[src/rtl/codificador_botoes.sv]
// codificador_botoes: button encoder for the Genius game.
// Synchronizes and debounces four raw push-buttons. Each accepted press
// produces a registered one-hot code and a one-cycle jogada_feita pulse.
// Bit 3 = verde, bit 2 = amarelo, bit 1 = azul, bit 0 = vermelho.
//
// Optional feature, macro BOTOES_PRIORIDADE_EN:
//   defined   - a multi-button press is resolved by fixed priority
//               (bit 0 highest) and erro_multiplo is never asserted.
//   undefined - a multi-button press pulses erro_multiplo and codigo is kept.
//
// state       | meaning
// OCIOSO      | no debounced button held, waiting for a press
// PRESSIONADO | a press was handled, waiting for all buttons released
module codificador_botoes #(
  parameter int DEBOUNCE_CICLOS = 50000,
  parameter int LARGURA_CONT    = 16
) (
  input  logic       clock,
  input  logic       reset_n,
  input  logic [3:0] botoes,
  output logic [3:0] codigo,
  output logic       jogada_feita,
  output logic       erro_multiplo,
  output logic       ocupado
);

  typedef enum logic {
    OCIOSO      = 1'b0,
    PRESSIONADO = 1'b1
  } estado_t;

  localparam logic [LARGURA_CONT-1:0] CONT_MAX = LARGURA_CONT'(DEBOUNCE_CICLOS - 1);

  logic [3:0]              sync1_q, sync2_q, sync_prev_q;
  logic [LARGURA_CONT-1:0] cont_q, cont_d;
  logic [3:0]              deb_q, deb_d;
  estado_t                 estado_q, estado_d;
  logic [3:0]              codigo_q, codigo_d;
  logic                    jogada_q, jogada_d;
  logic                    erro_q, erro_d;
  logic                    ocupado_q, ocupado_d;
  logic                    unico;
`ifdef BOTOES_PRIORIDADE_EN
  logic [3:0]              prioridade;
`endif

  // Debounce: count cycles of unchanged sync value; accept it once saturated.
  // The load also requires sync to still match its previous value so that a
  // change arriving while the counter sits at its limit is not accepted.
  always_comb begin
    cont_d = cont_q;
    deb_d  = deb_q;
    if (sync2_q != sync_prev_q) begin
      cont_d = '0;
    end else begin
      if (cont_q < CONT_MAX) cont_d = cont_q + 1'b1;
      if (cont_q == CONT_MAX) deb_d = sync2_q;
    end
  end

  // Press classification on the value being loaded into the debounced vector,
  // so the outputs react in the same edge the press is accepted.
  assign unico = (deb_d != 4'd0) && ((deb_d & (deb_d - 4'd1)) == 4'd0);
`ifdef BOTOES_PRIORIDADE_EN
  // Isolates the lowest set bit: vermelho wins over azul, amarelo, verde.
  assign prioridade = deb_d & (~deb_d + 4'd1);
`endif

  // FSM next state and next registered outputs.
  always_comb begin
    estado_d = estado_q;
    codigo_d = codigo_q;
    jogada_d = 1'b0;
    erro_d   = 1'b0;
    case (estado_q)
      OCIOSO: begin
        if (deb_d != 4'd0) begin
          estado_d = PRESSIONADO;
          if (unico) begin
            codigo_d = deb_d;
            jogada_d = 1'b1;
          end else begin
`ifdef BOTOES_PRIORIDADE_EN
            codigo_d = prioridade;
            jogada_d = 1'b1;
`else
            erro_d   = 1'b1;
`endif
          end
        end
      end
      PRESSIONADO: begin
        if (deb_d == 4'd0) estado_d = OCIOSO;
      end
      default: estado_d = OCIOSO;
    endcase
    ocupado_d = (estado_d == PRESSIONADO);
  end

  // All state: synchronizer, debounce, FSM and registered outputs.
  always_ff @(posedge clock) begin
    if (!reset_n) begin
      sync1_q     <= 4'd0;
      sync2_q     <= 4'd0;
      sync_prev_q <= 4'd0;
      cont_q      <= '0;
      deb_q       <= 4'd0;
      estado_q    <= OCIOSO;
      codigo_q    <= 4'd0;
      jogada_q    <= 1'b0;
      erro_q      <= 1'b0;
      ocupado_q   <= 1'b0;
    end else begin
      sync1_q     <= botoes;
      sync2_q     <= sync1_q;
      sync_prev_q <= sync2_q;
      cont_q      <= cont_d;
      deb_q       <= deb_d;
      estado_q    <= estado_d;
      codigo_q    <= codigo_d;
      jogada_q    <= jogada_d;
      erro_q      <= erro_d;
      ocupado_q   <= ocupado_d;
    end
  end

  assign codigo        = codigo_q;
  assign jogada_feita  = jogada_q;
  assign erro_multiplo = erro_q;
  assign ocupado       = ocupado_q;

endmodule

[config.mk]
export PLATFORM = sky130hd
export DESIGN_NAME = codificador_botoes
export DESIGN_NICKNAME = d
export VERILOG_FILES = /design/src/rtl/codificador_botoes.sv
export SDC_FILE = /design/constraint.sdc
export NUM_CORES = 1
export LEC_CHECK = 0
export CORE_UTILIZATION = 45
export DETAILED_ROUTE_END_ITERATION = 8
export GPL_TIMING_DRIVEN = 0
export MAX_ROUTING_LAYER = met4
export PLACE_DENSITY = 0.7
export RECOVER_POWER = 50
export REMOVE_ABC_BUFFERS = 1
export SYNTH_ARGS = -nofsm -noshare
export SYNTH_HDL_FRONTEND = slang
export SYNTH_SLANG_ARGS = --single-unit
[constraint.sdc]
create_clock -name clock -period 2 [get_ports clock]
set_input_delay 0.4 -clock clock [delete_from_list [all_inputs] [get_ports clock]]
set_output_delay 0.4 -clock clock [all_outputs]
set_load 0.01 [all_outputs]
# == Word-level counts from Yosys, hierarchy flattened ==
# Index checks and enable logic that the tools add are counted.
# totals
register_bits,39
latchBits,0
ram_bits,0
mem_bits_ro,0
inputBits,6
out_inout_bits,7
wordCells,32
mem_count,0
# op_classes
n_addsub,2
multipliers,0
div,0
order_cmp,1
n_eq_ne,2
shift,0
mux,7
n_bitwise,4
n_reduce_logical,7
# op_table
operator,n
$add A16 B1 Y16 const B,1
$eq A16 B16 Y1 const B,1
$lt A16 B16 Y1 const B,1
$logic_not A4 Y1,2
$mux W4,2
$and A4 B4 Y4,1
$mux W1,4
$ne A4 B4 Y1,1
$reduce_bool A4 Y1,1
$sub A4 B1 Y4 const B,1
$not A1 Y1,3
$reduce_and A3 Y1,1
$reduce_or A3 Y1,1
$pmux W1 S2,1
$reduce_or A2 Y1,1
$logic_and A1 B1 Y1,1

# == Depth between registers and ports, before layout ==
# Gate-level depths: netlist of the first run.
# depth
depth_word,8
mapped_depth,8
depth_no_buf,6

# == Worst setup path before layout of the first run ==
# Ideal clock, no wire load.
# synth_timing
path_type,flip-flop to flip-flop
startpoint,register sync2_q[1]
endpoint,"register codigo_q[0], in the netlist codigo[0]"
setup_time_ns,0.116
t_arrival_ns,1.622
required_ns,1.884
path_slack_ns,0.262
path_stages_with_launch,8
n_path_buf,2
synth_period_minus_slack_ns,1.738
cell_sequence,dfxtp_1 > buf_6 > xor2_1 > nor4_2 > and4b_1 > buf_6 > mux2_4 > o211a_1
# synth_via
elab_chain_len,7
elab_cells_between_ends,9
cone_classes,1 x add/sub; 1 x eq/ne; 2 x mux; 1 x bitwise; 4 x reduce/logical
# synth_rtl
element,line,rtl
"start, declared",34,"logic [3:0] sync1_q, sync2_q, sync_prev_q;"
"start signal, assigned",115,sync2_q <= sync1_q;
$ne A4 B4 Y1 or $mux W4 (tied branches),"53, 57",
$mux W4 *,53,if (sync2_q != sync_prev_q) begin
$sub A4 B1 Y4,63,assign unico = (deb_d != 4'd0) && ((deb_d & (deb_d - 4'd1)) == 4'd0);
$and A4 B4 Y4,63,
$logic_not A4 Y1,63,
$logic_and A1 B1 Y1,63,
$reduce_and A3 Y1 (no line),-,
"end signal, assigned",120,codigo_q <= codigo_d;
"end, declared",38,"logic [3:0] codigo_q, codigo_d;"
# Every way passes the cells marked *; elsewhere a longest branch is shown, timed or not.
# A chain may end at the register's enable or synchronous reset.

# == Worst setup path after layout of the first run ==
# layout_timing
startpoint,register sync2_q[2]
endpoint,"register codigo_q[1], in the netlist codigo[1]"
# The elaborated chain is that of the path after synthesis.

==> impl_metrics.env, run 1 <==
export IMPL_hold_violations=0
export IMPL_cp_arrival_ns=2.10
export IMPL_insertion_delay_ns=0.29
export IMPL_r2r_start="sync2_q[2]$_SDFF_PN0_"
export IMPL_crit_path_max_fanout=11
export IMPL_antenna_left=0
export IMPL_grt_max_degree=20
export IMPL_synth_seq_cells=39
export IMPL_numCtsBuffers=5
export IMPL_dr_pass1_iters=4
export IMPL_root_buffer="clkbuf_8"
export IMPL_status="finished clean"
export IMPL_crit_required_ns=2.19
export IMPL_yosysTopAreaCellShare_pct=41.4
export IMPL_critPathKind="flip-flop to flip-flop"
export IMPL_finalWirelength_mm=3.31
export IMPL_p_int_mw=1.19
export IMPL_critPathCaptureType="flip-flop"
export IMPL_h_tree_depth=2
export IMPL_clk_pin_slew_worst_paths_ns=0.08
export IMPL_die_height_um=66.8
export IMPL_drv_cap=0
export IMPL_worst_pin_slew_ns=0.551
export IMPL_r2r_end="codigo[1]$_SDFFE_PN0P_"
export IMPL_setup_violations=0
export IMPL_min_path_cells=1
export IMPL_yosysTopAreaCell="dfxtp_1"
export IMPL_grt_overflow=0
export IMPL_reg2reg_slack_ns=0.09
export IMPL_netlist_area_um2=1890
export IMPL_rows=23
export IMPL_nFillCells=365
export IMPL_p_sw_mw=0.335
export IMPL_power_frac_seq_pct=52.6
export IMPL_postLayoutCoreUtil_pct=54.0
export IMPL_die_x_um=66.8
export IMPL_hold_start="sync1_q[1]$_SDFF_PN0_"
export IMPL_yosysUniqueCellTypes=37
export IMPL_core_area_um2=4000
export IMPL_reg2regPathDepth=6
export IMPL_drtIter0Drc=38
export IMPL_fin_nets=217
export IMPL_cts_tree="built"
export IMPL_rsz0062_at_grt="yes"
export IMPL_hold_path_class="flip-flop to flip-flop"
export IMPL_power_frac_clock_pct=42.9
export IMPL_fin_crit_sh_pct=95.4
export IMPL_p_total_mw=1.53
export IMPL_switching_share_pct=22.0
export IMPL_cts_sinks=39
export IMPL_vias=1372
export IMPL_io_buffers=12
export IMPL_synth_cells=199
export IMPL_max_freq_ghz=0.524
export IMPL_ios=13
export IMPL_yosysSeqAreaShare_pct=41.4
export IMPL_yosysWarningCount=0
export IMPL_dpl_hpwl_mm=2.20
export IMPL_power_frac_comb_pct=4.5
export IMPL_drc_errors=0
export IMPL_period_minus_slack_ns=1.91
export IMPL_leakage_nw=0.754
export IMPL_synthTopCellsByArea="dfxtp_1 41%, xnor2_1 6.0%, nor2_1 5.2%, mux2i_1 4.8%, and2_1 4.3%"
export IMPL_power_density_nw_per_um2=707
export IMPL_postSynthAreaPerCell_um2=9.48
export IMPL_diodes=0
export IMPL_grt_pass1_vias=1140
export IMPL_grt_antenna_before_repair=0
export IMPL_grt_pass1_wl_mm=5.50
export IMPL_area_growth_pct=14.4
export IMPL_wl_per_cell_um=12.7
export IMPL_drv_slew=0
export IMPL_start_kind="flip-flop"
export IMPL_dieArea_um2=4460
export IMPL_clockBufferDepth=2
export IMPL_routed_via_density=5.26
export IMPL_whs_endpoint="sync2_q[1]$_SDFF_PN0_"
export IMPL_initial_utilization_pct=47.2
export IMPL_relSlewSlack_pct=63.2
export IMPL_finalClockSkew_ns=0.00960
export IMPL_drive_above_1_share_pct=14.7
export IMPL_globalplace_congestion=0.786
export IMPL_track_usage_pct=17.4
export IMPL_vdd_ir_drop_max_mv=0.554
[final cells by class]
type | instances | area [um^2] | area share (%)
multi-input combinational | 145 | 1030 | 47.6
tap | 50 | 62.6 | 2.90
inverter | 2 | 7.51 | 0.348
sequential | 39 | 791 | 36.6
timing repair buffer | 17 | 158 | 7.30
clock buffer | 5 | 68.8 | 3.19
clock inverter | 3 | 43.8 | 2.03
[layout by cell type, fill, tap and decap left out, types with 3 or more instances in the layout]
| master | n |
|---|---|
| buf_4 | 5 |
| o21ai_0 | 5 |
| dfxtp_1 | 35 |
| nor3b_1 | 4 |
| and4_1 | 3 |
| nor4b_2 | 5 |
| nor3_1 | 12 |
| clkdlybuf4s50_1 | 12 |
| nand2_1 | 10 |
| mux2i_1 | 9 |
| xnor2_1 | 13 |
| nand3_1 | 3 |
| and2_1 | 11 |
| nor4_1 | 3 |
| a21oi_1 | 4 |
| clkbuf_8 | 5 |
| xor2_1 | 6 |
| o211a_1 | 3 |
| nor4b_1 | 3 |
| nor2_1 | 26 |
| a211oi_1 | 4 |
[metal layers]
layer	part of all wire (%)	global-route usage (%)
met5	0	-
met4	1.3	7.98
met3	2.8	5.14
met2	45	24.0
met1	51	23.3
[cells by family (layout without fill, tap and decap cells)]
group,Yosys count,after routing,share of synthesized area (%)
and+or+nand+nor,91,91,29.0
DFF,39,39,41.4
muxes,10,10,5.57
adders and majority gates,1,1,0.663
AOI/OAI and AO/OA,24,24,9.48
xor gates and xnor gates,19,19,8.82
buffers and inverters,15,27,5.04
[through the flow]
step,TNS (ns),area (um^2),setup slack [ns],hold WS (ns),instances
after floorplan,-0.561,1800,-0.177,0.412,186
after global placement,-3.79,1980,-0.469,0.414,248
after detailed placement,-5.06,1980,-0.534,0.421,248
after CTS,0,2120,0.0390,0.439,258
after global routing,-0.0368,2160,-0.0368,0.455,261
final,0,2160,0.0922,0.436,261
[power groups by stage]
stage	logic [mW]	registers (mW)	clock network, mW
after global placement	0.0665	0.822	0
after floorplan	0.0448	0.819	0
after global routing	0.0782	0.805	0.702
after CTS	0.0697	0.804	0.673
after detailed placement	0.0693	0.822	0
final	0.0688	0.803	0.654
[registers in the layout (all words and copies together), names as in the netlist]
signal         cells
ocupado            1
sync_prev_q        4
jogada_feita       1
deb_q              4
sync1_q            4
erro_multiplo      1
cont_q            16
sync2_q            4
codigo             4
[how the worst max path moves through the flow]
stage	start	end	slack, ns	cells past startpoint
3_3_place_gp	sync2_q[3]$_SDFF_PN0_	codigo[3]$_SDFFE_PN0P_	-0.47	5
5_1_grt	sync2_q[2]$_SDFF_PN0_	codigo[1]$_SDFFE_PN0P_	-0.04	6
3_5_place_dp	sync2_q[2]$_SDFF_PN0_	codigo[3]$_SDFFE_PN0P_	-0.53	5
4_1_cts	sync2_q[1]$_SDFF_PN0_	codigo[0]$_SDFFE_PN0P_	0.04	5
6_report	sync2_q[2]$_SDFF_PN0_	codigo[1]$_SDFFE_PN0P_	0.09	6
2_1_floorplan	sync2_q[3]$_SDFF_PN0_	codigo[0]$_SDFFE_PN0P_	-0.18	5
[critical path: stages, from the launching register on]
cell and delay, ns:
dfxtp_4 0.39, xor2_1 0.17, nor4_2 0.35, and4b_4 0.35, buf_4 0.19, nor4_1 0.07
o32ai_1 0.29
[timing repair]
item / CTS / global route
endpoints found under the setup margin: 25 / 13
gates resized for setup: 5 / 5
pin swaps: 1 / 1
buffers inserted: 2 / 3
endpoints found under the hold margin: 0 / 0
hold buffers: 0 / 0
[cell usage after synthesis, drive strengths merged]
library cell	number
a211oi	7
a21oi	4
and2	13
and4	3
and4b	1
buf	9
clkbuf	4
dfxtp	39
ha	1
inv	2
mux2	1
mux2i	9
nand2	10
nand2b	1
nand3	3
nand4	2
nor2	26
nor2b	1
nor3	13
nor3b	4
nor4	5
nor4b	8
o211a	3
o21ai	7
o21ba	1
o21bai	1
o32ai	1
or3	1
xnor2	13
xor2	6
Power figures use the tool's default switching activity.
==> inputs of run 2 (changes only) <==
--- a/config.mk
+++ b/config.mk
@@ -5,6 +5,7 @@
 export SDC_FILE = /design/constraint.sdc
 export NUM_CORES = 1
 export LEC_CHECK = 0
+export CORE_MARGIN = 8
 export CORE_UTILIZATION = 45
 export DETAILED_ROUTE_END_ITERATION = 8
 export GPL_TIMING_DRIVEN = 0
@@ -12,6 +13,8 @@
 export PLACE_DENSITY = 0.7
 export RECOVER_POWER = 50
 export REMOVE_ABC_BUFFERS = 1
+export SKIP_LAST_GASP = 1
+export SLEW_MARGIN = 20
 export SYNTH_ARGS = -nofsm -noshare
 export SYNTH_HDL_FRONTEND = slang
 export SYNTH_SLANG_ARGS = --single-unit
==> impl_metrics.env, run 2 (synthesized netlist as in run 1, its figures left out) <==
export IMPL_status="finished clean"
export IMPL_r2r_start="sync2_q[3]$_SDFF_PN0_"
export IMPL_root_buffer="clkbuf_8"
export IMPL_area_growth_pct=14.7
export IMPL_dpl_hpwl_mm=2.20
export IMPL_reg2regPathDepth=5
export IMPL_crit_required_ns=1.60
export IMPL_crit_chain="clkdlybuf4s50_1"
export IMPL_numCtsBuffers=5
export IMPL_regMostFlops="cont_q"
export IMPL_leakage_nw=0.774
export IMPL_finalWirelength_mm=3.32
export IMPL_largest_register_ffs=16
export IMPL_fin_nets=216
export IMPL_setup_tns_ns=0
export IMPL_vias=1385
export IMPL_crit_end="ocupado"
export IMPL_worst_pin_slew_ns=0.538
export IMPL_drive_above_1_share_pct=14.3
export IMPL_setup_violations=0
export IMPL_drtIter0Drc=49
export IMPL_diodes=0
export IMPL_critPathCaptureType="primary output"
export IMPL_crit_path_top_delay_cell="clkdlybuf4s50_1"
export IMPL_ios=13
export IMPL_h_tree_depth=2
export IMPL_critPathKind="flip-flop to primary output"
export IMPL_layout_commonest_cell="dfxtp_1"
export IMPL_max_freq_ghz=0.523
export IMPL_final_cells=260
export IMPL_hold_violations=0
export IMPL_dieArea_um2=6520
export IMPL_cts_tree="built"
export IMPL_grt_pass1_wl_mm=5.73
export IMPL_initial_utilization_pct=46.8
export IMPL_place_inst=248
export IMPL_core_area_um2=4030
export IMPL_drv_cap=0
export IMPL_relSlewSlack_pct=64.0
export IMPL_reg2reg_slack_ns=0.13
export IMPL_rows=23
export IMPL_die_height_um=80.8
export IMPL_rsz0062_at_grt="no"
export IMPL_die_x_um=80.8
export IMPL_track_usage_pct=11.1
export IMPL_cp_arrival_ns=1.51
export IMPL_layout_common_cells="35 x dfxtp_1, 26 x nor2_1, 13 x xnor2_1, 12 x nor3_1, 10 x nand2_1"
export IMPL_hold_path_class="flip-flop to flip-flop"
export IMPL_cts_sinks=39
export IMPL_start_kind="flip-flop"
export IMPL_path_buf_inv=1
export IMPL_grt_max_degree=20
export IMPL_grt_pass1_vias=1323
export IMPL_power_density_nw_per_um2=717
export IMPL_antenna_left=0
export IMPL_dr_pass1_iters=4
export IMPL_routed_via_density=5.33
export IMPL_r2r_end="codigo[2]$_SDFFE_PN0P_"
export IMPL_vdd_ir_drop_max_mv=0.458
export IMPL_crit_family="buffers and inverters"
export IMPL_clk_pin_slew_worst_paths_ns=0.08
export IMPL_grt_overflow=0
export IMPL_clockBufferDepth=2
export IMPL_globalplace_congestion=0.796
export IMPL_cp_depth=1
export IMPL_wl_per_cell_um=12.8
export IMPL_crit_path_max_fanout=12
export IMPL_insertion_delay_ns=0.29
export IMPL_fin_crit_sh_pct=95.5
export IMPL_period_minus_slack_ns=1.91
export IMPL_crit_path_max_incr_delay_ns=0.63
export IMPL_finalClockSkew_ns=0.00341
export IMPL_grt_antenna_before_repair=0
export IMPL_drv_slew=0
export IMPL_io_buffers=12
export IMPL_drc_errors=0
export IMPL_crit_path_start="ocupado$_SDFF_PN0_"
export IMPL_p_total_mw=1.55
## run 2: layout make-up
type	count	area, um^2
clock buffers	6	82.6
clock inverters	2	35.0
fillers	373	1870
inverters	2	7.51
multi-input cells	145	1030
flip-flops and latches	39	786
well taps	50	62.6
repair buffers	16	163
## run 2: repair_timing
item,4_1_cts,5_1_grt
setup endpoints to repair,25,17
buffers inserted,3,1
resized for setup,6,2
pin swaps,1,1
hold buffers,0,0
cloned,0,0
## run 2: metrics by stage
stage | hold slack [ns] | setup WS [ns] | utilization [%] | area, um^2
after global routing | 0.451 | 0.00690 | 53.7 | 2160
after detailed placement | 0.422 | -0.476 | 49.2 | 1980
after CTS | 0.437 | 0.0993 | 53.0 | 2140
final | 0.440 | 0.0897 | 53.7 | 2160
after floorplan | 0.412 | -0.177 | - | 1800
after global placement | 0.413 | -0.464 | 49.2 | 1980
## run 2: worst min path at each step
stage                          startpoint                     to  slack (ns)  cells after the start
floorplan           sync1_q[0]$_SDFF_PN0_  sync2_q[0]$_SDFF_PN0_        0.41                      1
global placement    sync1_q[3]$_SDFF_PN0_  sync2_q[3]$_SDFF_PN0_        0.41                      1
detailed placement  sync1_q[3]$_SDFF_PN0_  sync2_q[3]$_SDFF_PN0_        0.42                      1
CTS                 sync1_q[3]$_SDFF_PN0_  sync2_q[3]$_SDFF_PN0_        0.44                      1
global route        sync1_q[1]$_SDFF_PN0_  sync2_q[1]$_SDFF_PN0_        0.45                      1
finish              sync1_q[1]$_SDFF_PN0_  sync2_q[1]$_SDFF_PN0_        0.44                      1
## run 2: power by group
part | switching (mW) | total, mW | internal [mW]
sequential | 0.0151 | 0.805 | 0.790
combinational | 0.0362 | 0.0674 | 0.0312
clock | 0.275 | 0.678 | 0.404
total | 0.326 | 1.55 | 1.22
## run 2: per-layer routing
| layer | part of all wire (%) | vias up | GRT usage [%] |
|---|---|---|---|
| li1 | - | 718 | - |
| met1 | 51 | 642 | 13.3 |
| met2 | 45 | 20 | 17.6 |
| met3 | 3.0 | 5 | 3.42 |
| met4 | 0.99 | 0 | 3.39 |
| met5 | 0 | - | - |
